===== config.mk =====
export PLATFORM = sky130hd
export DESIGN_NAME = ahb_rr_out_arb
export DESIGN_NICKNAME = d
export VERILOG_FILES = /design/src/rtl/ahb_rr_out_arb.sv
export SDC_FILE = /design/constraint.sdc
export NUM_CORES = 1
export LEC_CHECK = 0
export CORE_AREA = 2 2 39 41
export CTS_CLUSTER_SIZE = 40
export DETAILED_ROUTE_END_ITERATION = 10
export DIE_AREA = 0 0 41 43
export SLEW_MARGIN = 20
export SYNTH_ARGS = -nofsm -noshare
export SYNTH_HDL_FRONTEND = slang
export SYNTH_SLANG_ARGS = --single-unit

===== constraint.sdc =====
create_clock -name HCLK -period 2.4 [get_ports HCLK]
set_clock_uncertainty 0.1 [all_clocks]
set_input_delay 0.36 -clock HCLK [delete_from_list [all_inputs] [get_ports HCLK]]
set_output_delay 0.36 -clock HCLK [all_outputs]
set_load 0.02 [all_outputs]

===== src/rtl/ahb_rr_out_arb.sv =====
// ahb_rr_out_arb: round-robin arbiter for one AHB output port of a bus matrix.
// Chooses which of three input stages drives the output port. The grant is held
// for locked transfers and, when AHB_RR_BURST_HOLD_EN is defined, for the full
// length of defined-length bursts.
//
// Ports:
//   HCLK, HRESETn          clock, asynchronous active-low reset
//   req_port0..2           input-stage requests for this output port
//   HREADYM                transfer done on output port; sole enable for state
//   HSELM, HTRANSM,
//   HBURSTM, HMASTLOCKM    control currently driven on the output port
//   addr_in_port           index of the granted input port (0..2)
//   no_port                high when no input port is granted
//   burst_hold             high while a defined-length burst holds the grant
//
// Build option: define AHB_RR_BURST_HOLD_EN to enable burst-length grant holding.
module ahb_rr_out_arb (
  input  logic       HCLK,
  input  logic       HRESETn,
  input  logic       req_port0,
  input  logic       req_port1,
  input  logic       req_port2,
  input  logic       HREADYM,
  input  logic       HSELM,
  input  logic [1:0] HTRANSM,
  input  logic [2:0] HBURSTM,
  input  logic       HMASTLOCKM,
  output logic [1:0] addr_in_port,
  output logic       no_port,
  output logic       burst_hold
);

  localparam int unsigned PORT_W  = 2;
  localparam int unsigned N_PORTS = 3;

  localparam logic [1:0] TRANS_IDLE   = 2'b00;
  localparam logic [1:0] TRANS_BUSY   = 2'b01;
  localparam logic [1:0] TRANS_NONSEQ = 2'b10;
  localparam logic [1:0] TRANS_SEQ    = 2'b11;

  logic [PORT_W-1:0]  ptr_q, ptr_d;
  logic [PORT_W-1:0]  addr_d;
  logic               no_d;
  logic [N_PORTS-1:0] req_vec;
  logic [PORT_W-1:0]  cand1, cand2, grant;
  logic               found;
  logic               hold_grant;

  // Next index in cyclic order 0 -> 1 -> 2 -> 0.
  function automatic logic [PORT_W-1:0] next3(input logic [PORT_W-1:0] p);
    return (p == PORT_W'(2)) ? PORT_W'(0) : PORT_W'(p + PORT_W'(1));
  endfunction

  function automatic logic port_req(input logic [N_PORTS-1:0] v,
                                    input logic [PORT_W-1:0] idx);
    logic r;
    case (idx)
      2'd0:    r = v[0];
      2'd1:    r = v[1];
      2'd2:    r = v[2];
      default: r = 1'b0;
    endcase
    return r;
  endfunction

`ifdef AHB_RR_BURST_HOLD_EN
  localparam int unsigned CNT_W = 4;

  logic [CNT_W-1:0] cnt_q, cnt_d;

  // Beats remaining in a defined-length burst after the NONSEQ beat.
  always_comb begin
    cnt_d = cnt_q;
    if (HREADYM) begin
      case (HTRANSM)
        TRANS_NONSEQ: begin
          case (HBURSTM[2:1])
            2'b01:   cnt_d = CNT_W'(3);
            2'b10:   cnt_d = CNT_W'(7);
            2'b11:   cnt_d = CNT_W'(15);
            default: cnt_d = CNT_W'(0);
          endcase
        end
        TRANS_SEQ:  if (cnt_q != CNT_W'(0)) cnt_d = cnt_q - CNT_W'(1);
        TRANS_BUSY: cnt_d = cnt_q;
        default:    cnt_d = CNT_W'(0);
      endcase
    end
  end

  always_ff @(posedge HCLK or negedge HRESETn) begin
    if (!HRESETn) begin
      cnt_q      <= CNT_W'(0);
      burst_hold <= 1'b0;
    end else begin
      cnt_q      <= cnt_d;
      burst_hold <= (cnt_d != CNT_W'(0));
    end
  end

  assign hold_grant = HMASTLOCKM || (burst_hold && (HTRANSM != TRANS_IDLE));
`else
  logic unused_burst;
  assign unused_burst = ^HBURSTM;
  assign burst_hold   = 1'b0;
  assign hold_grant   = HMASTLOCKM;
`endif

  // Request vector: the currently granted port keeps requesting while its
  // transfer is still active on the output port.
  always_comb begin
    req_vec = {req_port2, req_port1, req_port0};
    for (int i = 0; i < int'(N_PORTS); i++) begin
      if (!no_port && HSELM && (HTRANSM != TRANS_IDLE) &&
          (addr_in_port == PORT_W'(i)))
        req_vec[i] = 1'b1;
    end
  end

  // Round-robin search starting after the last granted port.
  always_comb begin
    cand1 = next3(ptr_q);
    cand2 = next3(cand1);
    found = 1'b1;
    grant = cand1;
    if (port_req(req_vec, cand1))      grant = cand1;
    else if (port_req(req_vec, cand2)) grant = cand2;
    else if (port_req(req_vec, ptr_q)) grant = ptr_q;
    else                               found = 1'b0;
  end

  // Next grant state; everything freezes while HREADYM is low.
  always_comb begin
    addr_d = addr_in_port;
    no_d   = no_port;
    ptr_d  = ptr_q;
    if (HREADYM && !hold_grant) begin
      if (found) begin
        addr_d = grant;
        no_d   = 1'b0;
        ptr_d  = grant;
      end else if (!HSELM) begin
        no_d   = 1'b1;
      end
    end
  end

  // Reset pointer at 2 so port 0 has first priority.
  always_ff @(posedge HCLK or negedge HRESETn) begin
    if (!HRESETn) begin
      addr_in_port <= PORT_W'(0);
      no_port      <= 1'b1;
      ptr_q        <= PORT_W'(2);
    end else begin
      addr_in_port <= addr_d;
      no_port      <= no_d;
      ptr_q        <= ptr_d;
    end
  end

endmodule


---- Word level (Yosys, flattened, before mapping) ----
Cells that the tools add are included.
word-level totals
  input bits .............................. 13
  bits in writable memories ............... 0
  memories ................................ 0
  logic and storage cells ................. 48
  bits in read-only memories .............. 0
  latch bits .............................. 0
  register bits ........................... 5
cells by class
  muxes and demuxes ....................... 19
  $lt $le $gt $ge ......................... 0
  reduce and logical (&&, ||, !) cells .... 15
  shift-type cells ........................ 0
  bitwise logic cells ..................... 0
  multiply operators ...................... 0
  add/subtract/negate cells ............... 2
  eq/ne operators ......................... 9
  divide/modulo/power cells ............... 0
operators with widths
  kind                 count
  $mux 1               11
  $mux 2               5
  $pmux 1 s3           3
  $eq 2x1->1 const B   4
  $eq 2x2->1 const B   4
  $logic_not 2->1      4
  $logic_and 1x1->1    6
  $add 2x1->2 const B  2
  $reduce_and 2->1     2
  $logic_not 1->1      2
  $ne 2x1->1 const B   1
  $reduce_bool 2->1    1

---- Logic depth before layout (Yosys ltp) ----
  depth in word-level cells ............... 14
  gate-level depth with buffers ........... 4
  depth with buffers taken out ............ 4

---- Worst setup path before layout ----
No wires, ideal clock.
  path type ............................... reg-to-reg
  start point ............................. reg no_port
  end point ............................... reg no_port
  slack ................................... 0.812 ns
  setup time .............................. 0.061 ns
  stages on the path, launching flop included .. 5
  arrival ................................. 1.427 ns
  cell sequence ........................... dfstp_2 nand2b_4 o31ai_1 o41ai_1 o21a_1
between the ends
  cells in the longest elaborated chain, start to end .. 13
  elaborated cells between the ends (all ways) .. 21
  classes of those cells .................. eq/ne (1); mux (13); reduce/logical (7)
RTL lines
  what                               RTL line  RTL
  start, declared                    29        output logic no_port,
  start signal, assigned             156       no_port <= no_d;
  $logic_not 1->1 *                  114       if (!no_port && HSELM && (HTRANSM != TRANS_IDLE) &&
  $logic_and 1x1->1 * (2 in series)  114
  $logic_and 1x1->1                  114
  $mux 1                             114
  $pmux 1 s3                         57        case (idx)
  $mux 1                             127       else if (port_req(req_vec, cand2)) grant = cand2;
  $mux 1                             126       if (port_req(req_vec, cand1)) grant = cand1;
  $mux 1                             128       else if (port_req(req_vec, ptr_q)) grant = ptr_q;
  $mux 1                             127
  $mux 1 *                           126
  $ne 2x1->1 (no line)               n/a
  $reduce_and 2->1 (no line)         n/a
Every way passes the cells marked *; elsewhere a longest branch is shown, timed or not. The select of a mux whose other input is x is not followed.
A chain may end at the register's enable or synchronous reset.

---- Worst setup path after layout ----
  start point ............................. in HSELM
  end point ............................... reg ptr_q[1]
between the ends
  cells in the longest elaborated chain, start to end .. 11
  elaborated cells between the ends (all ways) .. 21
  classes of those cells .................. mux (15); reduce/logical (6)
RTL lines
  what                               RTL line  RTL
  start, declared                    24        input logic HSELM,
  $logic_and 1x1->1 * (2 in series)  114
  $logic_and 1x1->1                  114
  $mux 1                             114
  $pmux 1 s3                         57
  $mux 1                             127
  $mux 1                             126
  $mux 1                             128
  $mux 1                             127
  $mux 1                             126
  $reduce_and 2->1 (no line)         n/a
  end signal, assigned               157       ptr_q <= ptr_d;
  end, declared                      41        logic [PORT_W-1:0] ptr_q, ptr_d;
Marks and branches as above.

==> key figures <==
Logic synthesis
  – Cell Area, Synth: 295 um2
  – Syn_nets: 45
  – #FFs+latches synth: 4
  – Synth Area in Compound Gates: 0.284
  – Synth cell types: 19
  – Cells after Synth: 32
  – Largest family of logic cells by synthesized area: compound AO/OA/AOI/OAI gates
  – Mux cell area share after synthesis: 0
  – Part of the Yosys area used for sequential elements: 0.347
  – Avg Synthesized Cell Area: between 9 and 10 um2
  – XOR/XNOR Fraction of Synth Area: 0
  – Yosys warning count: 0
  – Adder-cell share of the synthesized area: 0
  – Post-synthesis simple-gate area fraction: 0.267

Power
  – PwrDens: approximately 720 mW/mm2
  – P_leak: 0.191 nW
  – VDD IR-drop max: 0.320 mV
  – Tot Pwr: about 320 uW

Worst setup path
  – Reg2reg end: ptr_q[1]
  – Worst-path fanout max: 4
  – R2R depth: 3
  – CP top delay family: simple AND/OR/NAND/NOR gates
  – CP bufs+invs: 1
  – CP startpoint kind: input port
  – Critical path class: input port to flip-flop
  – Worst path slowest cell: clkdlybuf4s50_1
  – Reg-to-reg slack, setup: slightly below 0.8 ns
  – CP Cell Sequence: clkdlybuf4s50_1 -> nand2b_4 -> or4b_4 -> a221oi_2 -> a21o_1
  – CP required: roughly 2.5 ns
  – CP Capture Type: flip-flop
  – Critical Path AT: roughly 1.9 ns
  – Slowest stage delay, CP: around 0.51 ns
  – R2R Path Start: addr_in_port[0]

Floorplanning
  – IO Count: 17
  – Die Area: 0.00176 mm2
  – Core area: approximately 0.0014 mm2
  – Rows: 14
  – Initial Util: 0.213
  – Die W: roughly 41 um
  – Die span in y: ~43 um

Place
  – I/O Buffers: 12
  – DP Wirelength: 525 um
  – Placed cell area: 420 um2
  – RD Place Congestion: roughly 0.71

STA
  – # setup viols final: 0
  – Period minus WS final: between 1.5 and 2 ns
  – Max Slew Vio Count: 0
  – Final setup TNS: 0 ns
  – Slew HR: 0.654
  – Final period util: 0.760
  – Max Clock Freq: 548 MHz
  – RSZ-0062 raised after global routing: no
  – Final Hold Viols: 0
  – Least-Margin Pin Slew: 0.513 ns

GRT
  – GR Util All Layers: 0.0866
  – Gr ovfl total: 0
  – Vias in the first global route: ~250
  – First-pass GRT wire length: 966 um
  – Pin count of the biggest net entering global routing: 9
  – Initial antenna violation count: 0

Run
  – Maxcap violations: 0

Clocking
  – CTS Buf Count: 3
  – Clk Latency, worst-skew pair: 0.23 ns
  – CTS Sinks: 4
  – TritonCTS clock tree: yes
  – Post-CTS sizing: 0
  – H-tree levels: 1
  – Hold Buf Count CTS: 0
  – Clock transition at path regs: roughly 0.030 ns
  – Clk buf depth: 2
  – Root Driver: clkbuf_4
  – Postcts setup bufs: 0

Route
  – Routed wl met3: 48 um
  – Via count: between 200 and 300
  – M1 WL: between 200 and 300 um
  – Number of remaining DRC errors: 0
  – Drt first-iter violations: 4
  – Vias per Instance: 4.30
  – Top sig layer: met3
  – Drt pass-1 iters: 4
  – Routed wl met2: 308 um
  – ANT nets after route: 0
  – Final wirelength: around 620 um
  – DR WL/cell: slightly above 10 um

Hold path
  – Worst hold path class: input port to asynchronous set/reset pin

Finish
  – Layout fillers: between 150 and 200
  – Area grow syn2layout: 50.0%
  – Core Util, Final: 0.320
  – Layout cells sized above 1: 0.178
  – Design area: roughly 440 um2
  – Final nets: 60
  – Ant. Diodes: 0

Run status
  – Status: finished, final reports clean
[final cells by class]
type	count	area (um2)	share of cell area
Clock buffer	3	22.5	0.0508
Tap cell	16	20.0	0.0452
Sequential cell	4	103	0.232
Multi-Input combinational cell	23	166	0.376
Inverter	3	11.3	0.0254
Timing Repair Buffer	12	120	0.271
[flip-flops by register name, indices dropped and copies added, names as in the netlist]
signal        flops
no_port           1
ptr_q             1
addr_in_port      2
[metrics by stage]
| stage | instances | hold WS, ns | setup slack [ns] |
|---|---|---|---|
| after global routing | 61 | 0.244 | 0.397 |
| after global placement | 58 | 0.442 | 0.359 |
| final | 61 | 0.234 | 0.577 |
| after detailed placement | 58 | 0.449 | 0.323 |
| after CTS | 61 | 0.230 | 0.564 |
| after floorplan | 32 | -0.0356 | 0.812 |
[kinds of logic after synthesis]
group,after synthesis
AOI/OAI and AO/OA,11
other,1
buffers and inverters,5
and+or+nand+nor,11
DFF,4
[synth_stat cells]
cell / n / area, um2
nand4b_1: 1 / 8.76
nand2b_4: 1 / 13.8
and2b_1: 2 / 15.0
o21ai_0: 1 / 5.00
or4b_4: 1 / 13.8
conb_1: 1 / 3.75
o21a_1: 2 / 15.0
dfrtp_1: 2 / 50.1
a21o_1: 2 / 15.0
nor2_1: 3 / 11.3
a21oi_1: 2 / 10.0
a221oi_2: 1 / 15.0
nor4b_1: 1 / 8.76
dfstp_2: 2 / 52.6
o31ai_1: 2 / 15.0
nand2_1: 2 / 7.51
inv_1: 3 / 11.3
o41ai_1: 1 / 8.76
buf_4: 2 / 15.0
[cell usage in the layout, fill, tap and decap left out, drive strengths merged]
cell	n
clkdlybuf4s50	12
nor2	3
inv	3
clkbuf	3
o31ai	2
a21oi	2
and2b	2
a21o	2
o21a	2
nand2	2
dfrtp	2
dfstp	2
nand2b	1
nor4b	1
o41ai	1
or4b	1
o21ai	1
a221oi	1
nand4b	1
conb	1
[worst max-delay path by stage]
stage | startpoint | slack [ns] | cells after the start | end
after global placement | HSELM | 0.36 | 5 | addr_in_port[1]
after global routing | HTRANSM[1] | 0.40 | 5 | addr_in_port[1]
after detailed placement | HSELM | 0.32 | 5 | addr_in_port[1]
after floorplan | no_port | 0.81 | 4 | no_port
final | HSELM | 0.58 | 5 | ptr_q[1]
after CTS | no_port | 0.56 | 1 | no_port
[layer usage]
metal / vias to the layer above / global-route usage
li1: 141 / -
met3: 0 / 0.0157
met5: - / 0
met1: 113 / 0.104
met4: 0 / 0.100
met2: 8 / 0.113
[power by group]
group          leakage, nW  switching, mW  total [mW]  internal (mW)
logic                0.132         0.0496       0.116         0.0662
clock network       0.0138         0.0238      0.0794         0.0557
registers           0.0452         0.0298       0.122         0.0921
(Power assumes the default switching activity.)
